[src/rtl/mac_pkg.sv]
// Shared state encoding and default sizing for the mac_array slice.
package mac_pkg;

  typedef enum logic [1:0] {
    IDLE = 2'b00,
    EXEC = 2'b01,
    DONE = 2'b10
  } state_t;

  localparam int DEF_DATA_WIDTH = 8;
  localparam int DEF_DEPTH      = 8;
  localparam int DEF_LANES      = 2;

endpackage

[src/rtl/mac_fifo.sv]
// Show-ahead FIFO storage with private pointers; fill level is tracked by the parent.
module mac_fifo #(
  parameter int WIDTH = 8,
  parameter int DEPTH = 8
) (
  input  logic             clk,
  input  logic             rst_n,
  input  logic             push,
  input  logic             pop,
  input  logic [WIDTH-1:0] wr_data,
  output logic [WIDTH-1:0] rd_data
);

  localparam int PW = $clog2(DEPTH);

  logic [WIDTH-1:0] mem [DEPTH];
  logic [PW-1:0]    wr_ptr;
  logic [PW-1:0]    rd_ptr;

  // DEPTH is a power of two, so natural pointer overflow is the modulo wrap.
  always_ff @(posedge clk or negedge rst_n) begin
    if (!rst_n) begin
      wr_ptr <= '0;
      rd_ptr <= '0;
    end else begin
      if (push) wr_ptr <= wr_ptr + PW'(1);
      if (pop)  rd_ptr <= rd_ptr + PW'(1);
    end
  end

  always_ff @(posedge clk) begin
    if (push) mem[wr_ptr] <= wr_data;
  end

  assign rd_data = mem[rd_ptr];

endmodule

[src/rtl/mac_array.sv]
// Multi-lane FIFO-fed multiply-accumulate array with a shared IDLE/EXEC/DONE controller.
// Define MAC_SATURATE_EN to clamp accumulation instead of wrapping.
module mac_array
  import mac_pkg::*;
#(
  parameter int DATA_WIDTH = DEF_DATA_WIDTH,
  parameter int DEPTH      = DEF_DEPTH,
  parameter int LANES      = DEF_LANES,
  parameter int ACC_W      = 2 * DATA_WIDTH
) (
  input  logic                        clk,
  input  logic                        rst_n,
  input  logic                        wr_en,
  input  logic [LANES*DATA_WIDTH-1:0] a_in,
  input  logic [LANES*DATA_WIDTH-1:0] b_in,
  input  logic                        start,
  output logic                        full,
  output logic                        empty,
  output logic                        done,
  output logic [1:0]                  state,
  output logic [LANES*ACC_W-1:0]      result
);

  localparam int CW = $clog2(DEPTH) + 1;
  localparam int PW = 2 * DATA_WIDTH;

  state_t        state_q, state_d;
  logic [CW-1:0] count;
  logic          push, pop, fire;

  assign push  = wr_en && !full && (state_q != EXEC);
  assign pop   = (state_q == EXEC);
  assign fire  = start && (state_q != EXEC) && ((count != '0) || push);
  assign full  = (count == CW'(DEPTH));
  assign empty = (count == '0);
  assign done  = (state_q == DONE);
  assign state = state_q;

  always_ff @(posedge clk or negedge rst_n) begin
    if (!rst_n) state_q <= IDLE;
    else        state_q <= state_d;
  end

  always_comb begin
    state_d = state_q;
    case (state_q)
      IDLE:    if (fire) state_d = EXEC;
      EXEC:    if (count == CW'(1)) state_d = DONE;
      DONE: begin
        if (fire)      state_d = EXEC;
        else if (push) state_d = IDLE;
      end
      default: state_d = IDLE;
    endcase
  end

  // Push and pop are mutually exclusive: writes are refused during EXEC.
  always_ff @(posedge clk or negedge rst_n) begin
    if (!rst_n)    count <= '0;
    else if (push) count <= count + CW'(1);
    else if (pop)  count <= count - CW'(1);
  end

  for (genvar l = 0; l < LANES; l++) begin : g_lane
    logic        [DATA_WIDTH-1:0] a_rd, b_rd;
    logic signed [PW-1:0]         a_x, b_x, prod;
    logic signed [ACC_W-1:0]      prod_ext, acc, acc_nxt;

    mac_fifo #(.WIDTH(DATA_WIDTH), .DEPTH(DEPTH)) u_fifo_a (
      .clk(clk), .rst_n(rst_n), .push(push), .pop(pop),
      .wr_data(a_in[l*DATA_WIDTH +: DATA_WIDTH]), .rd_data(a_rd)
    );

    mac_fifo #(.WIDTH(DATA_WIDTH), .DEPTH(DEPTH)) u_fifo_b (
      .clk(clk), .rst_n(rst_n), .push(push), .pop(pop),
      .wr_data(b_in[l*DATA_WIDTH +: DATA_WIDTH]), .rd_data(b_rd)
    );

    assign a_x      = PW'($signed(a_rd));
    assign b_x      = PW'($signed(b_rd));
    assign prod     = a_x * b_x;
    assign prod_ext = ACC_W'(prod);

`ifdef MAC_SATURATE_EN
    logic signed [ACC_W:0] sum;
    assign sum = $signed({acc[ACC_W-1], acc}) + $signed({prod_ext[ACC_W-1], prod_ext});
    // Top two sum bits disagree only when the ACC_W-bit result overflowed.
    always_comb begin
      acc_nxt = sum[ACC_W-1:0];
      if (sum[ACC_W] != sum[ACC_W-1])
        acc_nxt = sum[ACC_W] ? {1'b1, {(ACC_W-1){1'b0}}} : {1'b0, {(ACC_W-1){1'b1}}};
    end
`else
    assign acc_nxt = acc + prod_ext;
`endif

    always_ff @(posedge clk or negedge rst_n) begin
      if (!rst_n)    acc <= '0;
      else if (fire) acc <= '0;
      else if (pop)  acc <= acc_nxt;
    end

    assign result[l*ACC_W +: ACC_W] = acc;
  end

endmodule

[config.mk]
export PLATFORM = sky130hd
export DESIGN_NAME = mac_array
export DESIGN_NICKNAME = d
export VERILOG_FILES = /design/src/rtl/mac_pkg.sv /design/src/rtl/mac_fifo.sv /design/src/rtl/mac_array.sv
export SDC_FILE = /design/constraint.sdc
export NUM_CORES = 1
export LEC_CHECK = 0
export CAP_MARGIN = 20
export CORE_ASPECT_RATIO = 0.8
export CORE_MARGIN = 2
export CORE_UTILIZATION = 35
export DETAILED_ROUTE_END_ITERATION = 8
export PLACE_DENSITY_LB_ADDON = 0.08
export SLEW_MARGIN = 20
export SYNTH_ARGS = -nofsm -noshare
export SYNTH_HDL_FRONTEND = slang
export SYNTH_SLANG_ARGS = --single-unit
[constraint.sdc]
create_clock -name clk -period 6.7 [get_ports clk]
set_input_delay 1.34 -clock clk [delete_from_list [all_inputs] [get_ports clk]]
set_output_delay 1.34 -clock clk [all_outputs]
set_load 0.05 [all_outputs]
==> impl_metrics.toml <==
[global_route]
grt_pass1_vias = 10590
grt.overflow.total = 0
antenna_found_initial = 0
grt_pass1_wl_um = 64340
grt_max_degree = 63
grtUsageTotal_pct = 15.71

[clock_network]
cts_root_buf = "clkbuf_16"
htree_num_levels = 2
cts.sinks = 318
numCtsBuffers = 36
postCtsHoldBufs = 0
cts_max_path_buffers = 3
clk_pin_slew_worst_paths_ns = 0.06
clk_latency_ns = 0.57
cts_setup_buffers = 0
cts-resized-gates = 0
cts_tree = "built"

[timing]
timing.fmax_ghz = 0.1633
rsz0062_at_grt = "no"
hold_slack_ns = 0.5015
slew_viol_final = 0
worst_slew_pin_slew_ns = 1.048
slew_headroom_pct = 29.90
setup-violations-final = 0
finalHoldViolations = 0
tns_ns = 0
period_share_pct = 91.41
skew_ns = 0.02020
period_needed_ns = 6.124

[placed_design]
placed_cells = 2033
hpwl_um = 30180
place_congestion = 0.7572
io_buffers = 72

[finish]
utilization_pct = 41.05
nFillCells = 4817
syn2layout_area_growth_pct = 16.57
stdcell_count = 2100
nets = 1641
drive_gt1_share_pct = 15.58

[critical_path]
startpoint_type = "flop"
required_ns = 7.12
criticalPathCategory = "flop to flop"
end_kind = "flop"
cp_max_fo = 10
worstSetupStartpoint = "g_lane[1].u_fifo_b.rd_ptr[1]"
arrival_ns = 6.55
crit-reg2reg-launch = "g_lane[1].u_fifo_b.rd_ptr[1]"
rrSetupSlack_ns = 0.58

[logic_synthesis]
synth-edff-count = 256
synth_flop_cell = "edfxtp_1"
synth_area_leaders = "edfxtp_1 (42%), fa_1 (16%), dfrtp_1 (8.5%), mux4_2 (7.9%), ha_1 (5.8%)"
synth-seq-cells = 318
syn_inst = 1265
syn_avg_cell_area_um2 = 14.50
synth_warnings = 0
ys_seq_area_share_pct = 50.38
syn_area_um2 = 18340
synth.distinct_cells = 52
syn-num-nets = 1528
synthArstFlopShare_pct = 19.50
synth_top_area_share_pct = 41.92
yosys.area.top_type = "edfxtp_1"

[floorplan]
die_h_um = 208.7
num_rows = 75
start_util_pct = 35.21
dieArea_um2 = 54250
die_w_um = 259.9
coreArea_um2 = 52080
pin_count = 73

[hold_path]
hold_class = "flop to flop"
worstHoldStart = "count[3]"

[drt]
dr.pass1.iters = 5
postRouteAntennaNets = 0
wire_per_inst_um = 19.42
post-route-drc-count = 0
vias = 9926
routed_wl_um = 40770
drt-initial-drc-count = 502
viasPerCell = 4.727

[status]
status = "completed"

[run]
max_cap_viol_count = 0
[per-stage QoR]
| stage | cell area (µm²) | setup WS (ns) |
|---|---|---|
| 2_1_floorplan | 18340 | 0.7700 |
| 3_3_place_gp | 20140 | 0.6363 |
| 3_5_place_dp | 20140 | 0.6332 |
| 4_1_cts | 21370 | 0.6048 |
| 5_1_grt | 21380 | 0.1597 |
| 6_report | 21380 | 0.5758 |
[placed cells by master (no fill, tap or decap), types with 4 or more instances in the layout]
cell type | synthesis | final
bufinv_16 | 0 | 4
or2_2 | 6 | 6
dfrtp_1 | 62 | 62
mux2i_4 | 17 | 17
xnor2_1 | 48 | 48
inv_1 | 157 | 157
buf_4 | 3 | 38
a211oi_1 | 6 | 6
mux4_2 | 64 | 64
o21a_1 | 4 | 4
nor2_1 | 86 | 85
clkbuf_16 | 0 | 36
nand2_1 | 87 | 87
clkinv_2 | 0 | 4
o21ai_0 | 33 | 33
mux2_2 | 7 | 7
xor2_1 | 7 | 7
a21oi_1 | 13 | 13
fa_1 | 142 | 142
edfxtp_1 | 256 | 256
nand2b_1 | 36 | 35
clkbuf_1 | 16 | 8
nor2b_1 | 25 | 24
clkdlybuf4s50_1 | 0 | 71
a21o_1 | 4 | 4
inv_6 | 0 | 4
clkinv_1 | 0 | 4
nor3_2 | 0 | 14
nand3_1 | 19 | 19
mux2i_2 | 7 | 7
ha_1 | 85 | 85
[path summary, 6_finish.rpt]
kind,endpoint,cells after the start
max in group asynchronous,g_lane[0].u_fifo_b.wr_ptr[2],1
worst max-delay path,g_lane[1].acc[15],19
worst max register to register,g_lane[1].acc[15],19
min in group asynchronous,g_lane[0].acc[15],1
worst min register to register,count[3],1
worst min-delay path,count[3],1
[logic make-up (layout without fill, tap and decap cells)]
kind of cell             count (synthesis)  in the layout  synth area share [%]
flip-flops                             318            318                 50.38
AND/OR/NAND/NOR                        293            293                 7.450
adder cells (fa/ha/maj)                227            227                 21.30
buffers and inverters                  192            333                 4.216
multiplexers                            98             98                 11.07
AO/OA/AOI/OAI                           82             82                 2.961
XOR/XNOR                                55             55                 2.627
other                                    0              1                     0
[registers in the layout, indices dropped and copies added (netlist names)]
name                    count
g_lane.u_fifo_b.wr_ptr      6
g_lane.u_fifo_a.wr_ptr      6
g_lane.acc                 32
g_lane.u_fifo_b.mem       128
count                       4
g_lane.u_fifo_a.rd_ptr      6
g_lane.u_fifo_a.mem       128
state                       2
g_lane.u_fifo_b.rd_ptr      6
[cell usage after synthesis, types with 2 or more instances]
library cell and instances:
or3_1 2, mux2i_1 3, clkbuf_1 16, xor2_1 7, buf_4 3, and2_1 3
o21a_1 4, fa_1 142, ha_1 85, mux2i_2 7, nor2b_1 25, o21ai_0 33
nor3_1 17, a22o_1 3, mux2_2 7, o211a_1 2, a211oi_1 6, or2_1 3
nor4_1 5, nor2_1 86, nand2b_1 36, a32o_1 3, mux4_2 64, buf_1 3
nand2_1 87, a21o_1 4, dfrtp_1 62, o31a_1 2, or2_2 6, buf_2 9
a21oi_1 13, buf_6 4, xnor2_1 48, o211ai_1 2, inv_1 157, edfxtp_1 256
mux2i_4 17, nand3_1 19
[layout make-up]
class | count | area [µm²] | share of cell area (%)
Inverter | 157 | 589.3 | 2.757
Clock buffer | 46 | 958.4 | 4.483
Timing Repair Buffer | 110 | 1016 | 4.752
Sequential cell | 318 | 9239 | 43.22
Multi-Input combinational cell | 755 | 8432 | 39.44
Antenna cell | 1 | 2.502 | 0.01171
Clock inverter | 20 | 274.0 | 1.282
Tap cell | 693 | 867.1 | 4.056
[layer usage]
metal  share of wire [%]  track usage [%]  up-vias  wire length (µm)
li1                    -                -     4624                 -
met4                 1.7            3.944        0               681
met5                   0                0        -                 0
met2                  42            22.21      136             17260
met1                  52            24.72     5107             21320
met3                 3.7            2.838       59              1506
[worst max-delay path, cell delays in order (launching register included)]
cell	delay (ns)
dfrtp_1	0.54
buf_4	0.28
mux4_2	0.33
mux2_2	0.36
inv_1	0.19
nor2_1	0.08
inv_1	0.07
fa_1	0.42
inv_1	0.10
fa_1	0.45
fa_1	0.57
fa_1	0.43
fa_1	0.47
ha_1	0.33
o21ai_0	0.16
o211ai_1	0.19
a2111oi_0	0.57
o21ai_0	0.20
xnor2_1	0.16
o21ai_0	0.08
Power is left out: the tool's default activity adds up to more than one toggle a clock period on the data nets, which glitch-free logic cannot reach.
